### config.mk
export PLATFORM = sky130hd
export DESIGN_NAME = store_narrow
export DESIGN_NICKNAME = d
export VERILOG_FILES = /design/src/rtl/store_narrow_pkg.sv /design/src/rtl/store_narrow_byte_lane_sel.sv /design/src/rtl/store_narrow.sv
export SDC_FILE = /design/constraint.sdc
export NUM_CORES = 1
export LEC_CHECK = 0
export BUFFER_PORTS_ARGS = -buffer_cell sky130_fd_sc_hd__buf_4
export CORE_MARGIN = 3
export CORE_UTILIZATION = 45
export DETAILED_ROUTE_END_ITERATION = 12
export GPL_TIMING_DRIVEN = 0
export PLACE_DENSITY = 0.68
export SLEW_MARGIN = 0
export SYNTH_ARGS = -nofsm -noshare
export SYNTH_HDL_FRONTEND = slang
export SYNTH_HIERARCHICAL = 1
export SYNTH_SLANG_ARGS = --single-unit
### constraint.sdc
create_clock -name clk -period 5.3 [get_ports clk]
set_input_delay 0.53 -clock clk [delete_from_list [all_inputs] [get_ports clk]]
set_output_delay 0.53 -clock clk [all_outputs]
set_load 0.02 [all_outputs]
### src/rtl/store_narrow_pkg.sv
// rtl/store_narrow_pkg.sv - shared widths and FSM encoding for the store narrowing unit
package store_narrow_pkg;

  localparam int SN_WORD_W = 16;
  localparam int SN_BYTE_W = 8;

  typedef enum logic [1:0] {
    IDLE  = 2'd0,
    BEAT0 = 2'd1,
    BEAT1 = 2'd2
  } state_t;

endpackage

### src/rtl/store_narrow_byte_lane_sel.sv
// rtl/store_narrow_byte_lane_sel.sv - picks the beat byte from the captured store word
// Endianness: STORE_NARROW_BIG_ENDIAN_EN selects big-endian word order.
module byte_lane_sel #(
  parameter int WORD_W = 16,
  parameter int BYTE_W = 8
) (
  input  logic [WORD_W-1:0] word,
  input  logic              beat,
  input  logic              is_byte,
  output logic [BYTE_W-1:0] lane
);

  logic take_hi;

  // Store-byte always emits the low byte, whatever the word order.
`ifdef STORE_NARROW_BIG_ENDIAN_EN
  assign take_hi = !is_byte && !beat;
`else
  assign take_hi = !is_byte && beat;
`endif

  assign lane = take_hi ? word[WORD_W-1 -: BYTE_W] : word[BYTE_W-1:0];

endmodule

### src/rtl/store_narrow.sv
// rtl/store_narrow.sv - narrows a 16-bit store into one or two byte beats for the data memory
// Build option: STORE_NARROW_BIG_ENDIAN_EN (big-endian store-word beat order).
module store_narrow
  import store_narrow_pkg::*;
#(
  parameter int WORD_W = SN_WORD_W,
  parameter int BYTE_W = SN_BYTE_W
) (
  input  logic              clk,
  input  logic              rst,
  input  logic              in_valid,
  output logic              in_ready,
  input  logic [WORD_W-1:0] data_in,
  input  logic [WORD_W-1:0] addr_in,
  input  logic              in_byte,
  output logic              out_valid,
  input  logic              out_ready,
  output logic [BYTE_W-1:0] data_out,
  output logic [WORD_W-1:0] addr_out,
  output logic              out_last,
  output logic              busy
);

  state_t            state, state_n;
  logic [WORD_W-1:0] cap_data, cap_data_n;
  logic [WORD_W-1:0] cap_addr, cap_addr_n;
  logic              cap_byte, cap_byte_n;
  logic              last_beat, accept;
  logic              out_valid_n, out_last_n;
  logic [BYTE_W-1:0] data_out_n, lane;
  logic [WORD_W-1:0] addr_out_n;

  // A new request may slip in on the edge that retires the final beat.
  assign last_beat = (state == BEAT1) || ((state == BEAT0) && cap_byte);
  assign in_ready  = !rst && ((state == IDLE) || (last_beat && out_ready));
  assign accept    = in_valid && in_ready;

  byte_lane_sel #(
    .WORD_W(WORD_W),
    .BYTE_W(BYTE_W)
  ) u_sel (
    .word   (cap_data_n),
    .beat   (state_n == BEAT1),
    .is_byte(cap_byte_n),
    .lane   (lane)
  );

  always_comb begin
    state_n    = state;
    cap_data_n = cap_data;
    cap_addr_n = cap_addr;
    cap_byte_n = cap_byte;
    case (state)
      IDLE:  if (accept) state_n = BEAT0;
      BEAT0: if (out_ready) state_n = cap_byte ? (accept ? BEAT0 : IDLE) : BEAT1;
      BEAT1: if (out_ready) state_n = accept ? BEAT0 : IDLE;
      default: state_n = IDLE;
    endcase
    if (accept) begin
      cap_data_n = data_in;
      cap_addr_n = addr_in;
      cap_byte_n = in_byte;
    end

    // Output registers load the view of the state being entered.
    out_valid_n = (state_n != IDLE);
    out_last_n  = (state_n == BEAT1) || ((state_n == BEAT0) && cap_byte_n);
    data_out_n  = out_valid_n ? lane : '0;
    case (state_n)
      BEAT0:   addr_out_n = cap_addr_n;
      BEAT1:   addr_out_n = cap_addr_n + {{(WORD_W-1){1'b0}}, 1'b1};
      default: addr_out_n = '0;
    endcase
  end

  always_ff @(posedge clk or posedge rst) begin
    if (rst) begin
      state     <= IDLE;
      cap_data  <= '0;
      cap_addr  <= '0;
      cap_byte  <= 1'b0;
      out_valid <= 1'b0;
      out_last  <= 1'b0;
      data_out  <= '0;
      addr_out  <= '0;
      busy      <= 1'b0;
    end else begin
      state     <= state_n;
      cap_data  <= cap_data_n;
      cap_addr  <= cap_addr_n;
      cap_byte  <= cap_byte_n;
      out_valid <= out_valid_n;
      out_last  <= out_last_n;
      data_out  <= data_out_n;
      addr_out  <= addr_out_n;
      busy      <= (state_n != IDLE);
    end
  end

endmodule
# Word-level counts from Yosys, hierarchy flattened
# Cells that the tools add are included.
[totals]
word_cells = 38
input_bits = 37
ff_bits = 61
[classes]
muxes = 12
eq_ne = 4
reduce_logical = 13
n_addsub = 1
[ops]
columns = ["operator", "count"]
rows = [
  ["$mux W16", 2],
  ["$pmux W16 S2", 1],
  ["$add A16 B1 Y16 const B", 1],
  ["$mux W8", 2],
  ["$mux W2", 4],
  ["$logic_and A1 B1 Y1", 6],
  ["$pmux W2 S3", 1],
  ["$eq A2 B1 Y1 const B", 2],
  ["$eq A2 B2 Y1 const B", 2],
  ["$logic_or A1 B1 Y1", 3],
  ["$logic_not A1 Y1", 2],
  ["$logic_not A2 Y1", 1],
  ["$mux W1", 2],
  ["$reduce_bool A2 Y1", 1],
]

# Depth between registers and ports, before layout
# Gate-level depths: netlist (run 1).
[depth]
word_depth = 15
depth_mapped = 14

# Modules after synthesis
# The synthesis (run 1) kept the hierarchy.
[modules_own_cells]
columns = ["mod", "seq_area_each_um2", "cells_per_inst", "area_each_um2", "instances"]
rows = [
  ["store_narrow", 1526.5, 244, 2911.5, 1],
  ["byte_lane_sel", 0.0, 10, 145.1, 1],
]

# Worst setup path after synthesis (run 1)
# Ideal clock, no wire load.
[synth_path]
path_type = "input to register"
start = "input out_ready"
end = "register addr_out[10]"
n_path_buf = 4
slack_ns = 2.511
arrival_ns = 2.660
required_time_ns = 5.171
stages = 14
setup_ns = 0.129
path_cell_list = "nand2b_4 a32oi_4 inv_6 nand2_8 buf_6 buf_6 buf_6 o21a_1 inv_1 ha_1 nand2_1 clkbuf_1 o21ai_0 o2bb2ai_1"
[synth_via]
elab_chain_len = 10
elab_cells_between_ends = 15
[synth_lines]
columns = ["element", "line_no", "rtl"]
rows = [
  ["start: declaration", "store_narrow.sv:17", "input logic out_ready,"],
  ["$logic_and A1 B1 Y1", "store_narrow.sv:35", "assign in_ready = !rst && ((state == IDLE) || (last_beat && out_ready));"],
  ["$logic_or A1 B1 Y1", "store_narrow.sv:35", ""],
  ["$logic_and A1 B1 Y1", "store_narrow.sv:35", ""],
  ["$logic_and A1 B1 Y1", "store_narrow.sv:36", "assign accept = in_valid && in_ready;"],
  ["$mux W1", "store_narrow.sv:55, store_narrow.sv:56", ""],
  ["$mux W2 (2 in a row)", "store_narrow.sv:55", "BEAT0: if (out_ready) state_n = cap_byte ? (accept ? BEAT0 : IDLE) : BEAT1;"],
  ["$pmux W2 S3 (*)", "store_narrow.sv:53", "case (state)"],
  ["named net state_n[0]", "store_narrow.sv:24", "state_t state, state_n;"],
  ["$eq A2 B2 Y1 / $eq A2 B1 Y1 (equally long branches)", "store_narrow.sv:69", "case (state_n)"],
  ["$pmux W16 S2 (*)", "store_narrow.sv:69", ""],
  ["named net addr_out_n[10]", "store_narrow.sv:31", "logic [WORD_W-1:0] addr_out_n;"],
  ["end signal: assignment", "store_narrow.sv:95", "addr_out <= addr_out_n;"],
  ["end: declaration", "store_narrow.sv:19", "output logic [WORD_W-1:0] addr_out,"],
]
# The timed path passes the listed nets; every way through them passes the cells marked *.

# Worst setup path in the final report (run 1)
[layout_path]
start = "register state[1]"
end = "register addr_out[5]"
[layout_via]
elab_chain_len = 13
elab_cells_between_ends = 20
[layout_lines]
columns = ["element", "line_no", "rtl"]
rows = [
  ["start: declaration", "store_narrow.sv:24", ""],
  ["start signal: assignment", "store_narrow.sv:88", "state <= state_n;"],
  ["$eq A2 B1 Y1", "store_narrow.sv:34, store_narrow.sv:53", ""],
  ["$logic_and A1 B1 Y1", "store_narrow.sv:34", "assign last_beat = (state == BEAT1) || ((state == BEAT0) && cap_byte);"],
  ["$logic_or A1 B1 Y1", "store_narrow.sv:34", ""],
  ["$logic_and A1 B1 Y1", "store_narrow.sv:35", ""],
  ["$logic_or A1 B1 Y1", "store_narrow.sv:35", ""],
  ["$logic_and A1 B1 Y1", "store_narrow.sv:35", ""],
  ["$logic_and A1 B1 Y1", "store_narrow.sv:36", ""],
  ["$mux W1", "store_narrow.sv:55, store_narrow.sv:56", ""],
  ["$mux W2 (2 in a row)", "store_narrow.sv:55", ""],
  ["$pmux W2 S3 (*)", "store_narrow.sv:53", ""],
  ["named net state_n[0]", "store_narrow.sv:24", ""],
  ["$eq A2 B2 Y1 / $eq A2 B1 Y1 (equally long branches)", "store_narrow.sv:69", ""],
  ["$pmux W16 S2 (*)", "store_narrow.sv:69", ""],
  ["named net addr_out_n[5]", "store_narrow.sv:31", ""],
]
# Marked as above.

==> results of run 1 <==
-- cell type report --
class | instances | area (um2) | area share, %
inverter | 17 | 68.8 | 1.78
sequential | 61 | 1530 | 39.4
clock buffer | 11 | 141 | 3.65
tap | 77 | 96.3 | 2.49
timing repair buffer | 65 | 500 | 12.9
clock inverter | 5 | 81.3 | 2.10
multi-input combinational | 166 | 1380 | 35.6
buffer | 10 | 82.6 | 2.13
-- synth_stat cells, types with 3 or more instances --
library cell and number:
a21oi_1 3, a22oi_1 3, and2_1 4, and3_1 5, buf_6 5, clkbuf_1 3, dfrtp_1 61, ha_1 4
inv_1 16, mux2_2 26, mux2_4 8, mux2i_1 8, nand2_1 14, nand3_1 12, nor2_1 5, nor2b_1 9
o211ai_1 3, o21ai_0 7, o22ai_1 9, o2bb2ai_1 3, xnor2_1 4, xor2_1 4
-- placed cells by master, fill, tap and decap left out, types with 4 or more instances in the layout --
cell	instances
buf_4	66
dfrtp_1	61
mux2_2	26
inv_1	15
nand2_1	14
nand3_1	12
clkbuf_8	10
o22ai_1	9
nor2b_1	9
mux2i_1	8
mux2_4	8
o21ai_0	7
nor2_1	5
buf_6	5
and3_1	5
and2_1	4
clkbuf_1	4
xnor2_1	4
xor2_1	4
ha_1	4
-- per-stage QoR --
step | total power [mW] | hold slack [ns]
after global routing | 2.01 | 0.282
after detailed placement | 1.44 | 0.486
after global placement | 1.42 | 0.478
after floorplan | 1.21 | 0.471
final | 1.89 | 0.237
after CTS | 1.91 | 0.255
-- layer usage --
metal / track usage [%] / vias up
met3: 3.82 / 15
met2: 29.1 / 60
met5: 0 / -
met4: 7.97 / 0
met1: 23.6 / 1045
li1: - / 1055
-- where the power goes --
part           internal [mW]  leakage [nW]  total [mW]  switching [mW]
sequential             0.633         0.761       0.712          0.0792
clock                  0.279         0.110       0.464           0.185
combinational          0.352          1.02       0.718           0.366
total                   1.26          1.89        1.89           0.630
-- sequential cells by signal, indices dropped and copies added, names as in the netlist --
| signal | count |
|---|---|
| cap_addr | 16 |
| addr_out | 16 |
| state | 2 |
| out_last | 1 |
| busy | 1 |
| cap_data | 16 |
| cap_byte | 1 |
| data_out | 8 |
-- worst max-delay path by stage --
| stage | startpoint | endpoint | depth (start not counted) |
|---|---|---|---|
| after floorplan | out_ready | addr_out[10] | 14 |
| after global placement | out_ready | addr_out[5] | 15 |
| after detailed placement | out_ready | addr_out[5] | 15 |
| after CTS | state[1] | addr_out[5] | 14 |
| after global routing | state[1] | addr_out[5] | 14 |
| final | state[1] | addr_out[5] | 14 |
-- logic make-up (layout without fill, tap and decap cells) --
logic type                 Yosys count  in the layout
and+or+nand+nor                     67             67
DFF                                 61             61
muxes                               44             44
AOI/OAI and AO/OA                   43             43
buffers and inverters               27            108
xor gates and xnor gates             8              8
adders and majority gates            4              4
-- worst max-delay path: stages, from the launching register on --
cell and delay [ns]:
dfrtp_1 0.42, nor2_2 0.08, a32oi_4 0.43, inv_6 0.09
nand2_8 0.11, buf_6 0.17, buf_6 0.19, buf_6 0.18
o21a_1 0.18, inv_1 0.07, ha_1 0.29, nand2_1 0.13
clkbuf_1 0.43, o21ai_0 0.17, o2bb2ai_1 0.16
==> summary.txt, run 1 <==
Run status
  • Status: finished, final reports clean

Die
  • Die span in x: 88.4 um
  • Placeable core region: 6460 um2
  • Num rows: 29
  • Area of the die: 7820 um2
  • Vertical extent of the die: 88.4 um
  • Starting utilization of the core area: 47.3%
  • Count of boundary I/O pins: 65

Synth
  • Largest family of logic cells by synthesized area: multiplexers
  • Proportion of synthesized area in mux cells: 17.0%
  • Most common flop cell mapped by yosys: dfrtp_1
  • Average instance area after synthesis: 12.0 um2
  • Compound-Gate Fraction of Synth Area: 11.3%
  • Adder-Cell Fraction of Synth Area: 1.64%
  • Fraction of synthesized cell area in xor and xnor cells: 2.29%
  • Number of flops mapped to enable cells by yosys: 0
  • Most area-hungry cell type in the Yosys netlist: dfrtp_1
  • Ys async rst share: 100%
  • Number of distinct library cells after synthesis: 52
  • Post-Synthesis Cell Area: 3060 um2
  • Number of synthesized register bits: 61
  • Number of nets in the synthesized netlist: 295
  • Top area cells in the synthesized netlist: dfrtp_1, mux2_2, mux2_4
  • Post-synth top area share: 49.9%
  • Warnings, synthesis: 6
  • Number of instances in the synthesized netlist: 254
  • Area share of and/or/nand/nor cells after synthesis: 12.9%
  • Sequential element share of the synthesized area: 49.9%

Drt
  • Routed Antenna Nets: 0
  • Final routed wirelength across all metal layers: 6.58 mm
  • First drt pass iteration count: 4
  • Mean routed wirelength per cell: 16.0 um
  • Post-detailed-route via-to-cell ratio: 5.28
  • Met2 wire length: 3.25 mm
  • Length of routed wiring on met1: 2.93 mm
  • Routed vias: 2175
  • Number of remaining DRC errors: 0
  • Uppermost metal layer occupied by signal nets: met4
  • Met3 WL post-DR: 269 um
  • Iter 0 DRT Violations: 141

Worst setup path
  • Kind of capture point of the worst setup path: flop
  • Worst-path maximum fanout: 10
  • Category of the critical setup timing path: reg2reg
  • Worst Reg2Reg Path Length in Cells: 14
  • Required arrival time at the worst endpoint: 5.50 ns
  • Worst path arrival time: 3.44 ns
  • Slack of the worst reg-to-reg path: 2.06 ns
  • End of the worst register-to-register path: addr_out[5]
  • Startpoint of the worst register-to-register path: state[1]
  • Critical Path Start Type: flop

GRT
  • Overall Global Routing Usage: 18.1%
  • Number of antenna violations at the first check in global routing: 0
  • Largest net degree at the start of global routing: 40
  • First-pass GRT wire length: 10.6 mm
  • Number of global-route vias before repair: 2126
  • Final global-route overflow total: 0

Clock tree
  • Total of hold buffers inserted after clock tree synthesis: 0
  • # Post-CTS Setup Buffers: 0
  • Number of gates resized after CTS: 0
  • Clock root buffer master: clkbuf_8
  • CTS Buffer Depth: 2
  • Clk slew on worst S/H paths: 0.07 ns
  • Deepest level of the CTS H-tree: 3
  • Total CTS buffers: 9
  • TritonCTS clock tree: yes
  • Clock latency at the later pin of the worst-skew pair: 0.34 ns
  • # clock sinks: 61

Hold path
  • Path type of the worst min-delay path: in2async

Timing
  • Number of pins with negative max-slew slack in the final report: 0
  • RSZ-0062 raised after global routing: false
  • Setup tns final: 0 ns
  • Final critical-path share of the clock period: 61.1%
  • Minimum clock period: 3.24 ns
  • Final-report setup violation count: 0
  • Worst relative slew slack: 63.7%
  • Highest achievable clock rate: 309 MHz
  • Fin worst setup slack: 2.06 ns
  • Skew final: 0.0139 ns
  • Tightest Pin Transition: 0.545 ns
  • Number of failing hold endpoints at the final stage: 0

Placed design
  • Number of I/O port buffers: 64
  • Final HPWL DP: 4.85 mm
  • Worst slack after detailed placement: 1.76 ns
  • Global placer's final weighted congestion: 0.863
  • Placed Instance Area: 3650 um2
  • # placed instances: 396

Finish
  • Area grow syn2layout: 26.8%
  • Number of inserted filler cells in the final layout: 532
  • Final Instance Count excl. Fillers: 412
  • Post-route cell area: 3880 um2
  • Fraction of final layout cells sized beyond drive strength 1: 40.0%
  • Post-layout nets: 371
  • Util after Layout: 60.0%
  • Antenna Diode Count: 0

Pwr
  • P per Cell Area: 489 nW/um2
  • Peak supply drop: 0.236 mV
  • Leakage power figure: 1.89 nW

Flow run
  • Reported max-cap violation count: 0
No activity file was read; power rests on OpenSTA's default activity.
==> run 2: changes to the inputs <==
PLACE_DENSITY = 0.7   (was 0.68)
clock period = 2.9 ns   (was 5.3 ns; I/O delays follow)
==> run 2 against run 1 <==
Final area up 0.84%; register-to-register slack worse by 1.9 ns; clock power grew 64%; global-route usage up 0.25 points; utilization rose by 0.50 points; wire length is 0.79% higher; critical endpoint is now addr_out[14]; largest cell class unchanged; highest routed layer unchanged.
==> summary.txt, run 2 (synthesized netlist as in run 1, its figures left out) <==
Worst setup path
  • Category of the critical setup timing path: reg2reg
  • Timing startpoint of the critical path: state[1]
  • Largest stage delay on the critical path: 0.42 ns
  • Worst Reg2Reg Path Length in Cells: 12
  • Worst-path maximum fanout: 10
  • Kind of capture point of the worst setup path: flop
  • Startpoint of the worst register-to-register path: state[1]
  • Slowest cell on the critical path: dfrtp_1
  • Worst path arrival time: 2.96 ns
  • Critical Path Start Type: flop
  • CP cell instances: nor2_2, a32oi_4, inv_6, nand2_8, buf_8, mux2_2, ha_1, and2_1, o211ai_1, a22oi_1, xnor2_1, o2bb2ai_1
  • Required arrival time at the worst endpoint: 3.11 ns

Pwr
  • Total design power: 3.41 mW
  • P per Cell Area: 873 nW/um2
  • Peak supply drop: 0.403 mV
  • Leakage power figure: 1.89 nW

Finish
  • Post-layout nets: 372
  • Most common cell after layout, fill and taps aside: buf_4
  • Largest registers: addr_out: 16 flops, cap_addr: 16 flops, cap_data: 16 flops
  • Area grow syn2layout: 27.9%
  • Number of inserted filler cells in the final layout: 548
  • Commonest non-fill, non-tap cells in the layout: buf_4, dfrtp_1, mux2_2
  • Final Instance Count excl. Fillers: 412
  • Fraction of final layout cells sized beyond drive strength 1: 42.4%
  • Post-route cell area: 3910 um2
  • Util after Layout: 60.5%
  • Antenna Diode Count: 0

GRT
  • Largest net degree at the start of global routing: 33
  • Number of global-route vias before repair: 2198
  • Overall Global Routing Usage: 18.3%
  • Number of antenna violations at the first check in global routing: 0
  • Final global-route overflow total: 0
  • First-pass GRT wire length: 10.8 mm

Drt
  • Number of remaining DRC errors: 0
  • Routed vias: 2205
  • Iter 0 DRT Violations: 131
  • Mean routed wirelength per cell: 16.1 um
  • Final routed wirelength across all metal layers: 6.64 mm
  • Routed Antenna Nets: 0
  • Post-detailed-route via-to-cell ratio: 5.35
  • First drt pass iteration count: 4

Run status
  • Status: finished, final reports clean

Clock tree
  • Clock root buffer master: clkbuf_8
  • Clk slew on worst S/H paths: 0.07 ns
  • Deepest level of the CTS H-tree: 3
  • Total of hold buffers inserted after clock tree synthesis: 0
  • Clock latency at the later pin of the worst-skew pair: 0.33 ns
  • TritonCTS clock tree: yes
  • CTS Buffer Depth: 2
  • # clock sinks: 61
  • Total CTS buffers: 9

Timing
  • Number of failing hold endpoints at the final stage: 0
  • Worst relative slew slack: 55.2%
  • Setup tns final: 0 ns
  • Number of pins with negative max-slew slack in the final report: 0
  • Tightest Pin Transition: 0.671 ns
  • Final-report setup violation count: 0
  • Highest achievable clock rate: 364 MHz
  • Skew final: 0.00712 ns
  • Worst hold slack after final layout: 0.0797 ns
  • Final critical-path share of the clock period: 94.8%
  • Fin worst setup slack: 0.150 ns
  • RSZ-0062 raised after global routing: false
  • Minimum clock period: 2.75 ns

Placed design
  • Worst slack after detailed placement: -0.496 ns
  • Number of I/O port buffers: 64
  • Final HPWL DP: 4.74 mm
  • Global placer's final weighted congestion: 0.820
  • # placed instances: 396
  • Placed Instance Area: 3650 um2

Hold path
  • Path type of the worst min-delay path: in2async

Die
  • Area of the die: 7820 um2
  • Vertical extent of the die: 88.4 um
  • Die span in x: 88.4 um
  • Starting utilization of the core area: 47.3%
  • Count of boundary I/O pins: 65
  • Placeable core region: 6460 um2
  • Num rows: 29

Flow run
  • Reported max-cap violation count: 0
[run 2: changes by cell type in the layout (fill, tap and decap cells not counted), moves of 2 or more]
| cell | change |
|---|---|
| buf_8 | +2 |
| buf_4 | +3 |
| ha_1 | -2 |
| clkbuf_1 | -2 |
| buf_6 | -2 |
[run 2: layout make-up]
| class | count | area (um2) | area share, % |
|---|---|---|---|
| plain buffers | 10 | 97.6 | 2.50 |
| clock buffers | 12 | 155 | 3.97 |
| clock inverters | 3 | 45.0 | 1.15 |
| inverters | 17 | 68.8 | 1.76 |
| multi-input cells | 166 | 1410 | 36.1 |
| flip-flops and latches | 61 | 1530 | 39.1 |
| well taps | 77 | 96.3 | 2.46 |
| repair buffers | 66 | 508 | 13.0 |
[run 2: layer usage]
layer / GRT usage (%) / part of all wire (%) / vias up
met5: 0 / 0 / -
met4: 8.24 / 1.8 / 0
met1: 25.3 / 45 / 1066
met3: 3.26 / 5.2 / 12
li1: - / - / 1061
met2: 28.3 / 48 / 66
[run 2: critical path: cells and delay by family (launching register included)]
kind            cells  cell delay, ns
fa+ha+maj           1            0.27
buf+inv             2            0.24
compound gates      4            0.77
mux                 1            0.37
simple gates        3            0.41
xor+xnor            1            0.15
flops               1            0.42
[run 2: repair_timing]
action,in CTS,in global routing
setup endpoints to repair,19,13
gates resized for setup,4,13
buffers inserted,1,0
pin swaps,1,1
[run 2: power by group]
part | total [mW] | switching (mW) | internal [mW]
logic | 1.35 | 0.685 | 0.666
registers | 1.30 | 0.144 | 1.16
clock network | 0.761 | 0.322 | 0.439
[run 2: path summary, 6_finish.rpt]
check | endpoint | slack, ns
worst max-delay path | addr_out[14] | 0.15
worst min-delay path | cap_addr[8] | 0.08
worst max register to register | addr_out[14] | 0.15
worst min register to register | cap_data[2] | 0.50
max in group asynchronous | cap_addr[11] | 2.23
min in group clk | cap_addr[15] | 0.20
==> run 3: changes to the inputs <==
REMOVE_ABC_BUFFERS = 1   (was not set)
==> run 3 against run 2 <==
Clock power increased by 16%; global-route usage decreased by 0.77 points; sequential cell count unchanged; highest routed layer unchanged; sequential share of layout area increased by 0.61 points; largest cell class unchanged; first-iteration DRC count increased by 6.1%; final area decreased by 1.5%; via count decreased by 0.82%; final cell count decreased by 1.9%; maximum frequency decreased by 0.62%; count of clock-buffer cells in the layout unchanged; largest power group unchanged; clock skew increased by 0.0011 ns; die area unchanged.
==> summary.txt, run 3 (synthesized netlist as in run 1, its figures left out) <==
Pwr
  • Logic pwr share: 37.4%
  • Total net switching power: 1.14 mW
  • Internal power component: 2.33 mW
  • Sw Ratio: 32.9%
  • Peak supply drop: 0.383 mV
  • Leakage power figure: 1.87 nW
  • Proportion of power drawn by the clock network: 25.4%
  • Flop pwr share: 37.2%
  • P per Cell Area: 902 nW/um2

Run status
  • Status: finished, final reports clean

Finish
  • Commonest non-fill, non-tap cells in the layout: buf_4, dfrtp_1, mux2_2
  • Antenna Diode Count: 0
  • Largest registers: addr_out: 16 flops, cap_addr: 16 flops, cap_data: 16 flops
  • Most common cell after layout, fill and taps aside: buf_4
  • Fraction of final layout cells sized beyond drive strength 1: 40.7%
  • Post-layout nets: 364
  • Number of inserted filler cells in the final layout: 543
  • Combined area of the multi-input logic cells: 1420 um2
  • Area grow syn2layout: 25.9%
  • Final Instance Count excl. Fillers: 404
  • Area occupied by registers: 1530 um2
  • Post-route cell area: 3850 um2

Worst setup path
  • Critical Path Start Type: flop
  • End of the worst register-to-register path: addr_out[8]
  • Worst path arrival time: 3.02 ns
  • Worst-path maximum fanout: 14
  • Slack of the worst reg-to-reg path: 0.13 ns
  • Worst Reg2Reg Path Length in Cells: 10
  • Startpoint of the worst register-to-register path: state[1]
  • Category of the critical setup timing path: reg2reg
  • Kind of capture point of the worst setup path: flop
  • Required arrival time at the worst endpoint: 3.15 ns

GRT
  • Number of antenna violations at the first check in global routing: 0
  • Overall Global Routing Usage: 17.6%
  • First-pass GRT wire length: 10.4 mm
  • Number of global-route vias before repair: 2155
  • Largest net degree at the start of global routing: 36
  • Final global-route overflow total: 0

Die
  • Die span in x: 88.4 um
  • Placeable core region: 6460 um2
  • Num rows: 29
  • Area of the die: 7820 um2
  • Vertical extent of the die: 88.4 um
  • Starting utilization of the core area: 47.3%
  • Count of boundary I/O pins: 65

Drt
  • Routed vias: 2187
  • Mean routed wirelength per cell: 16.5 um
  • First drt pass iteration count: 4
  • Routed Antenna Nets: 0
  • Final routed wirelength across all metal layers: 6.69 mm
  • Post-detailed-route via-to-cell ratio: 5.41
  • Iter 0 DRT Violations: 139
  • Number of remaining DRC errors: 0

Clock tree
  • Total of hold buffers inserted after clock tree synthesis: 0
  • CTS Buffer Depth: 2
  • # clock sinks: 61
  • Clk slew on worst S/H paths: 0.07 ns
  • Total CTS buffers: 9
  • Clock latency at the later pin of the worst-skew pair: 0.34 ns
  • Clock root buffer master: clkbuf_8
  • TritonCTS clock tree: yes
  • Deepest level of the CTS H-tree: 3

Timing
  • Tightest Pin Transition: 0.622 ns
  • Final-report setup violation count: 0
  • Skew final: 0.00822 ns
  • Number of failing hold endpoints at the final stage: 0
  • Final critical-path share of the clock period: 95.4%
  • Worst relative slew slack: 58.5%
  • Worst hold slack after final layout: 0.0420 ns
  • Minimum clock period: 2.77 ns
  • Number of pins with negative max-slew slack in the final report: 0
  • RSZ-0062 raised after global routing: false
  • Setup tns final: 0 ns
  • Highest achievable clock rate: 361 MHz

Flow run
  • Reported max-cap violation count: 0

Placed design
  • Final HPWL DP: 4.36 mm
  • # placed instances: 386
  • Global placer's final weighted congestion: 0.875
  • Placed Instance Area: 3570 um2
  • Number of I/O port buffers: 64

Hold path
  • Path type of the worst min-delay path: in2async
## run 3: changes by cell type in the layout (fill, tap and decap cells not counted), sizes merged
cell / delta
buf: -9
bufinv: +1
clkbuf: -1
clkinvlp: -1
nand2: +2
## run 3: layout make-up
class,count,area share (%)
Clock buffer,12,4.29
Clock inverter,3,1.76
Inverter,17,1.79
Multi-Input combinational cell,168,36.8
Sequential cell,61,39.7
Tap cell,77,2.50
Timing Repair Buffer,66,13.2
## run 3: worst max path at each step
stage | start | endpoint | slack, ns | depth (start not counted)
global placement | out_ready | addr_out[8] | -0.27 | 11
CTS | state[1] | addr_out[8] | 0.02 | 10
global route | state[1] | addr_out[12] | 0.02 | 11
floorplan | state[1] | addr_out[8] | 0.19 | 10
finish | state[1] | addr_out[8] | 0.13 | 10
detailed placement | out_ready | addr_out[8] | -0.31 | 11
## run 3: power groups by stage
stage                     logic (mW)  registers [mW]  clock network, mW
after CTS                       1.30            1.29              0.893
after global placement          1.25            1.30                  0
after floorplan                0.749            1.43                  0
after detailed placement        1.27            1.31                  0
after global routing            1.41            1.33              0.933
final                           1.30            1.29              0.881
## run 3: worst max-delay path: stages, from the launching register on
cell     delay, ns
dfrtp_1       0.42
nor2_2        0.07
a32oi_4       0.31
inv_6         0.14
nand2_8       0.16
mux2_2        0.38
ha_1          0.27
and2_2        0.24
mux2i_4       0.19
mux2_2        0.37
o22ai_2       0.11
## run 3: layer usage
layer / global-route usage (%) / wire length [um] / up-vias
li1: - / - / 1048
met1: 24.2 / 3060 / 1068
met2: 26.4 / 3190 / 55
met3: 2.79 / 240 / 16
met4: 9.75 / 196 / 0
met5: 0 / 0 / -
## run 3: timing repair
action / 4_1_cts / 5_1_grt
pin swaps: 2 / 1
cloned: 1 / 1
resized for setup: 1 / 3
endpoints found under the setup margin: 4 / 2
setup buffers: 1 / 0
## run 3: stage by stage
| step | util [%] | setup slack, ns | power, mW |
|---|---|---|---|
| after floorplan | - | 0.186 | 2.17 |
| after global placement | 55.0 | -0.269 | 2.55 |
| after detailed placement | 55.3 | -0.314 | 2.58 |
| after CTS | 59.2 | 0.0243 | 3.48 |
| after global routing | 59.6 | 0.0209 | 3.67 |
| final | 59.6 | 0.133 | 3.47 |
